**src/rtl/fft_frame_arbiter.sv**
```systemverilog
// fft_frame_arbiter: round-robin whole-frame arbiter feeding one fft64 core from two sources,
// with a source-ID tag FIFO that labels the core's output frames.
module fft_frame_arbiter #(
    parameter int FRAME_LEN = 64,
    parameter int W         = 11,
    parameter int TAG_DEPTH = 4,
    parameter int GAP       = 1
) (
    input  logic                                CLK,
    input  logic                                RST,
    input  logic                                req0,
    output logic                                gnt0,
    input  logic                                valid0,
    input  logic signed [W-1:0]                 ar0,
    input  logic signed [W-1:0]                 ai0,
    input  logic                                req1,
    output logic                                gnt1,
    input  logic                                valid1,
    input  logic signed [W-1:0]                 ar1,
    input  logic signed [W-1:0]                 ai1,
    output logic                                core_valid_a,
    output logic signed [W-1:0]                 core_ar,
    output logic signed [W-1:0]                 core_ai,
    input  logic                                core_valid_o,
    input  logic signed [W-1:0]                 core_xr,
    input  logic signed [W-1:0]                 core_xi,
    output logic                                out_valid,
    output logic signed [W-1:0]                 out_xr,
    output logic signed [W-1:0]                 out_xi,
    output logic                                out_id,
    output logic                                out_first,
    output logic                                out_last,
    output logic                                busy,
    output logic [$clog2(TAG_DEPTH+1)-1:0]      in_flight,
    output logic                                err_gap,
    output logic                                err_orphan
);
    localparam int IW = $clog2(FRAME_LEN);
    localparam int CW = $clog2(TAG_DEPTH + 1);
    localparam int PW = (TAG_DEPTH > 1) ? $clog2(TAG_DEPTH) : 1;
    localparam int GW = $clog2(GAP + 2);

    typedef enum logic [1:0] {S_IDLE, S_GRANT, S_STREAM, S_GAP} state_t;

    state_t               state_q, state_d;
    logic                 win_q, win_d, last_q, last_d;
    logic [IW-1:0]        idx_q, idx_d, ocnt_q;
    logic [GW-1:0]        gcnt_q, gcnt_d;
    logic [TAG_DEPTH-1:0] tag_q;
    logic [PW-1:0]        wp_q, rp_q;
    logic [CW-1:0]        cnt_q;
    logic                 push, pop, empty, stream, src_valid;
    logic signed [W-1:0]  src_ar, src_ai, car_q, cai_q, oxr_q, oxi_q;
    logic                 cva_q, ov_q, oid_q, ofirst_q, olast_q, egap_q, eorph_q;

    function automatic logic [PW-1:0] nxt(input logic [PW-1:0] p);
        return (p == PW'(TAG_DEPTH - 1)) ? '0 : p + 1'b1;
    endfunction

    always_comb begin
        state_d = state_q;
        win_d   = win_q;
        last_d  = last_q;
        idx_d   = idx_q;
        gcnt_d  = gcnt_q;
        push    = 1'b0;
        case (state_q)
            S_IDLE: if ((req0 || req1) && cnt_q < CW'(TAG_DEPTH)) begin
                state_d = S_GRANT;
                // on a tie the requester not served last wins
                win_d   = (req0 && req1) ? !last_q : req1;
            end
            S_GRANT: begin
                push    = 1'b1;
                last_d  = win_q;
                idx_d   = '0;
                state_d = S_STREAM;
            end
            S_STREAM: begin
                idx_d = idx_q + 1'b1;
                if (idx_q == IW'(FRAME_LEN - 1)) begin
                    state_d = (GAP == 0) ? S_IDLE : S_GAP;
                    gcnt_d  = '0;
                end
            end
            S_GAP: begin
                gcnt_d = gcnt_q + 1'b1;
                if (gcnt_q == GW'(GAP - 1)) state_d = S_IDLE;
            end
            default: state_d = S_IDLE;
        endcase
    end

    always_ff @(posedge CLK or negedge RST) begin
        if (!RST) begin
            state_q <= S_IDLE;
            win_q   <= 1'b0;
            last_q  <= 1'b1;
            idx_q   <= '0;
            gcnt_q  <= '0;
        end else begin
            state_q <= state_d;
            win_q   <= win_d;
            last_q  <= last_d;
            idx_q   <= idx_d;
            gcnt_q  <= gcnt_d;
        end
    end

    assign stream    = state_q == S_STREAM;
    assign src_valid = win_q ? valid1 : valid0;
    assign src_ar    = win_q ? ar1 : ar0;
    assign src_ai    = win_q ? ai1 : ai0;
    assign empty     = cnt_q == '0;
    assign pop       = core_valid_o && !empty && ocnt_q == IW'(FRAME_LEN - 1);

    always_ff @(posedge CLK or negedge RST) begin
        if (!RST) begin
            tag_q    <= '0;
            wp_q     <= '0;
            rp_q     <= '0;
            cnt_q    <= '0;
            ocnt_q   <= '0;
            cva_q    <= 1'b0;
            car_q    <= '0;
            cai_q    <= '0;
            ov_q     <= 1'b0;
            oxr_q    <= '0;
            oxi_q    <= '0;
            oid_q    <= 1'b0;
            ofirst_q <= 1'b0;
            olast_q  <= 1'b0;
            egap_q   <= 1'b0;
            eorph_q  <= 1'b0;
        end else begin
            if (push) tag_q[wp_q] <= win_q;
            wp_q     <= push ? nxt(wp_q) : wp_q;
            rp_q     <= pop ? nxt(rp_q) : rp_q;
            cnt_q    <= cnt_q + CW'(push) - CW'(pop);
            // a dropped source sample is replaced by zero so the core still sees a contiguous frame
            cva_q    <= stream;
            car_q    <= (stream && src_valid) ? src_ar : '0;
            cai_q    <= (stream && src_valid) ? src_ai : '0;
            egap_q   <= egap_q || (stream && !src_valid);
            ocnt_q   <= ocnt_q + IW'(core_valid_o);
            ov_q     <= core_valid_o;
            oxr_q    <= core_xr;
            oxi_q    <= core_xi;
            oid_q    <= !empty && tag_q[rp_q];
            ofirst_q <= core_valid_o && ocnt_q == '0;
            olast_q  <= core_valid_o && ocnt_q == IW'(FRAME_LEN - 1);
            eorph_q  <= eorph_q || (core_valid_o && empty);
        end
    end

    assign gnt0         = state_q == S_GRANT && !win_q;
    assign gnt1         = state_q == S_GRANT && win_q;
    assign busy         = state_q != S_IDLE;
    assign in_flight    = cnt_q;
    assign core_valid_a = cva_q;
    assign core_ar      = car_q;
    assign core_ai      = cai_q;
    assign out_valid    = ov_q;
    assign out_xr       = oxr_q;
    assign out_xi       = oxi_q;
    assign out_id       = oid_q;
    assign out_first    = ofirst_q;
    assign out_last     = olast_q;
    assign err_gap      = egap_q;
    assign err_orphan   = eorph_q;
endmodule

```
**config.mk**
```make
export PLATFORM = sky130hd
export DESIGN_NAME = fft_frame_arbiter
export DESIGN_NICKNAME = d
export VERILOG_FILES = /design/src/rtl/fft_frame_arbiter.sv
export SDC_FILE = /design/constraint.sdc
export NUM_CORES = 1
export LEC_CHECK = 0
export ABC_AREA = 1
export CAP_MARGIN = 15
export CELL_PAD_IN_SITES_DETAIL_PLACEMENT = 1
export CELL_PAD_IN_SITES_GLOBAL_PLACEMENT = 2
export CORE_MARGIN = 1.5
export CORE_UTILIZATION = 23
export CTS_CLUSTER_SIZE = 28
export DETAILED_ROUTE_END_ITERATION = 10
export PLACE_DENSITY = 0.84
export SETUP_SLACK_MARGIN = 0.05
export SLEW_MARGIN = 15
export SYNTH_ARGS = -nofsm -noshare
export SYNTH_HDL_FRONTEND = slang
export SYNTH_SLANG_ARGS = --single-unit
```
**constraint.sdc**
```tcl
create_clock -name CLK -period 2 [get_ports CLK]
set_input_delay 0.3 -clock CLK [delete_from_list [all_inputs] [get_ports CLK]]
set_output_delay 0.3 -clock CLK [all_outputs]
set_load 0.01 [all_outputs]
```
# Word level (Yosys, flattened, before mapping)

Index checks and enable logic that the tools add are counted.

Word-level logic and storage cells: 93
Output and inout port bits: 57
Register bits: 80

Reductions and logical operators: 30
Order comparisons: 4
Mux-type cells: 21
Add/subtract/negate cells: 7
Equality and inequality tests: 10

Operators with widths:

| cell                | number |
|---|---|
| $mux 11             | 4 |
| $logic_and 1x1->1   | 13 |
| $eq 6x6->1 const B  | 2 |
| $mux 2              | 6 |
| $pmux 6 s2          | 1 |
| $eq 2x2->1 const B  | 4 |
| $pmux 2 s4          | 1 |
| $add 2x1->2 const B | 3 |
| $add 6x1->6         | 1 |
| $add 6x1->6 const B | 1 |
| $logic_not 6->1     | 1 |
| $lt 2x3->1 const B  | 2 |
| $reduce_bool 2->1   | 3 |
| $mux 1              | 5 |
| $bwmux 4            | 1 |
| $logic_not 1->1     | 4 |
| $logic_not 2->1     | 2 |
| $ne 2x2->1 const B  | 2 |
| $pmux 2 s2          | 1 |
| $reduce_and 2->1    | 2 |
| $add 3x1->3         | 1 |
| $logic_not 3->1     | 1 |
| $logic_or 1x1->1    | 3 |
| $lt 3x3->1 const B  | 1 |
| other kinds (7)     | 7 |

# Longest topological paths before layout

Word-level depth: 5
Depth in mapped cells: 11
Depth with buffers taken out: 11

# Worst setup path after synthesis

Ideal clock, no wire load.

Kind: register to register
Start point: register cnt_q[1] (netlist: in_flight[1])
End point: register cnt_q[2] (netlist: in_flight[2])
Setup time: 129 ps
Data required time: 1871 ps
Data arrival time: 1974 ps
Period minus slack after synthesis: 2102 ps
Slack: -102 ps
Cell stages (with the launch flop): 12
Cells stage by stage: dfrtp_1 > nor2_1 > nand2_1 > nand3_1 > clkinv_1 > ha_1 > inv_1 > ha_1 > inv_1 > fa_1 > xnor2_1 > xor2_1

Cells in the longest elaborated chain, start to end: 5
Elaborated cells between the ends (all ways): 6
Classes of those cells: 2 x add/sub; 4 x reduce/logical

Ends and longest elaborated chain:

| what                           | line | text |
|---|---|---|
| start: declaration             | 51   | `logic [CW-1:0] cnt_q;` |
| start signal: assignment       | 139  | `cnt_q <= cnt_q + CW'(push) - CW'(pop);` |
| $logic_not 3->1                | 114  | `assign empty = cnt_q == '0;` |
| $logic_not 1->1                | 115  | `assign pop = core_valid_o && !empty && ocnt_q == IW'(FRAME_LEN - 1);` |
| $logic_and 1x1->1 (2 in a row) | 115  |  |
| via pop                        | 52   | `logic push, pop, empty, stream, src_valid;` |
| $sub 3x1->3                    | 139  |  |

The timed path passes the listed nets, and every way through them passes these cells.
A chain may end at the register's enable or synchronous reset.

# Worst setup path in the final report

Ends and elaborated chain as after synthesis.

==> run summary <==
pwr dens = 1210 nW/um2
Final Max Slew Viols = 0
critical path class = register to register
filler instances = 1,591
outcome = finished clean
M1 GR Usage = 0.133
Final Net Count = 543
root buf cell = clkbuf_16
Layout area overhead = 59.0%
DRC errors left = 0
EDFF count, synth = 0
# IOs = 130
Fmax = 0.512 GHz
fin crit share = 0.976
min Tclk post-route = 1950 ps
Worst-Skew Late Latency = 330 ps
Placed Cells = 618
multi-input logic area = 1180 um2
FF-to-FF End = in_flight[2]
DP Wirelength = 6590 um
Storage cell area = 2000 um2
Post-synth ARST share = 1.00
hold depth = 2
std cell rows = 43
cell taking the most area after synthesis = dfrtp_1
Hold Path Sink = out_valid
fraction of layout cells with a size suffix above 1 = 0.182
post-layout util = 0.376
Hold Crit Class = input port to register
Initial DRC Count = 45
Clock Path Buffers = 2
Lkg Pwr = 0.00229 uW
FF-to-FF Start = in_flight[1]
GRT Util Overall = 0.122
vias after detailed routing = 2,630
#FFs+latches synth = 80
DRT Pass-1 Iters = 4
mapped cell area = 3280 um2
Final Non-Filler Cells = 635
die span in x = 122 um
global route hottest layer = met2
vias in the first global route = 2,887
IO buf count = 129
largest cells by area after synthesis = dfrtp_1 (60%), nand2_1 (8.3%), ha_1 (5.7%), a21oi_2 (5.3%), inv_1 (2.5%)
die area = 15,000 um2
R2R setup slack = 50 ps
Worst-Margin Slew = 495 ps
CTS tree = yes
Routed Antenna Nets = 0
first-pass GRT wire length = 13,800 um
CTS H-tree lvls = 3
synth cell count leaders = dfrtp_1 (79), nand2_1 (73), inv_1 (22)
Place WS = -411 ps
peak fanout along the critical path = 4
yosys warns = 0
initial antenna violation count = 0
clk sink count = 80
CORE AREA = 13,900 um2
ant diodes = 0
Avg Inst Size Synth = 10.9 um2
Clk pin slew, worst setup/hold paths = 60 ps
Req. time, crit path = 2210 ps
initial core utilization = 0.237
skew final = 3.96 ps
Hold Vio Cnt, Final = 0
Num CTS Buffers = 9
syn nets = 390
RePlAce Congestion = 0.734
WL final = 8570 um
Crit path arrival time = 2170 ps
Yosys top cell area share = 0.602
vias per cell = 4.14
endpoints failing setup = 0
Cells after Synth = 301
GRT Residual Overflow = 0
max_cap viols = 0
ys flop type = dfrtp_1
R2R depth = 11
RSZ-0062 raised after global routing = yes
Distinct cells, synth = 32
CP startpoint kind = register
largest net degree at the start of global routing = 39
sequential area share after synthesis = 0.610
M2 GR Usage = 0.203
routed len/inst = 13.5 um
Worst Setup End Kind = register
HP Start = core_valid_o
Worst Slack Setup Final = 47.6 ps
Max IR drop VDD = 0.442 mV
most frequent cell after synthesis = dfrtp_1
met3 usage = 0.0613
height of the chip = 122 um
worst relative slew slack = 0.670
layout by cell type, fill, tap and decap left out, types with 2 or more instances in the layout:
master	n
a21oi_1	16
a21oi_2	20
buf_4	23
clkbuf_16	9
clkdlybuf4s50_1	124
clkinv_2	2
dfrtp_1	78
dlygate4sd2_1	3
ha_1	12
ha_4	2
inv_1	18
inv_2	4
inv_4	2
nand2_1	71
nand2_2	5
nand2_4	2
nand3_1	9
nand4_1	3
nor2_1	12
nor2_2	2
nor2_4	2
nor4_1	2
o211ai_1	2
o21ai_0	7
o21ai_1	3
o21bai_1	2
xor2_1	4
how the worst max path moves through the flow:
stage / from / endpoint / slack (ps)
final: in_flight[1] / in_flight[2] / 50
after global routing: in_flight[1] / in_flight[2] / -50
after CTS: ocnt_q[0] / in_flight[2] / 20
after detailed placement: core_valid_o / in_flight[2] / -410
after global placement: core_valid_o / in_flight[2] / -370
after floorplan: in_flight[1] / in_flight[2] / 30
layout make-up:
cell class	count	share of cell area
flip-flops and latches	80	0.384
repair buffers	152	0.280
multi-input cells	186	0.226
clock buffers	10	0.0458
well taps	180	0.0431
inverters	25	0.0199
clock inverters	2	0.00192
state kept, by name, summed over array words and instances (netlist names), 2 cells and up:
register and cells:
core_ar 11, gcnt_q 2, state_q 2, wp_q 2, core_ai 11, rp_q 2
tag_q 4, idx_q 6, in_flight 3, out_xi 11, ocnt_q 6, out_xr 11
cells by family (layout without fill, tap and decap cells):
kind of cell | count (synthesis) | count (layout) | share of synthesized area
flip-flops | 80 | 80 | 0.610
AO/OA/AOI/OAI | 53 | 53 | 0.112
XOR/XNOR | 6 | 6 | 0.0160
adder cells (fa/ha/maj) | 16 | 16 | 0.0633
AND/OR/NAND/NOR | 111 | 111 | 0.146
buffers and inverters | 35 | 189 | 0.0526
layer usage:
layer / part of all wire / wire (um)
met5: 0 / 0
met4: 0.012 / 101
met3: 0.11 / 942
met2: 0.46 / 3980
met1: 0.41 / 3540
per-stage QoR:
stage	setup TNS [ps]	hold slack (ps)	power, uW	instance area (um2)
2_1_floorplan	0	4.41	3710	3300
3_5_place_dp	-705	314	4790	4870
6_report	0	365	6290	5220
5_1_grt	-46.5	373	6800	5220
4_1_cts	0	311	6280	5150
3_3_place_gp	-670	304	4670	4870
where the power goes:
part	switching [uW]	total (uW)	internal, uW
combinational	1440	2630	1190
clock	583	1420	840
sequential	222	2240	2020
total	2240	6290	4050
what timing repair did:
item | in CTS | in global routing
setup buffers | 0 | 4
gates resized for setup | 9 | 13
pin swaps | 0 | 9
cloned | 0 | 0
hold buffers | 1 | 0
endpoints found under the hold margin | 33 | 0
endpoints found under the setup margin | 4 | 3
critical path, cell delays in order (launching register included):
cell and delay (ps):
dfrtp_2 400, nor2_2 110, nand2_2 80, nand3_4 90, inv_4 50, ha_4 210, inv_4 50, ha_4 120
inv_2 30, fa_2 370, xnor2_2 150, xor2_1 170
Note: power is estimated with default switching activity, not from simulation.
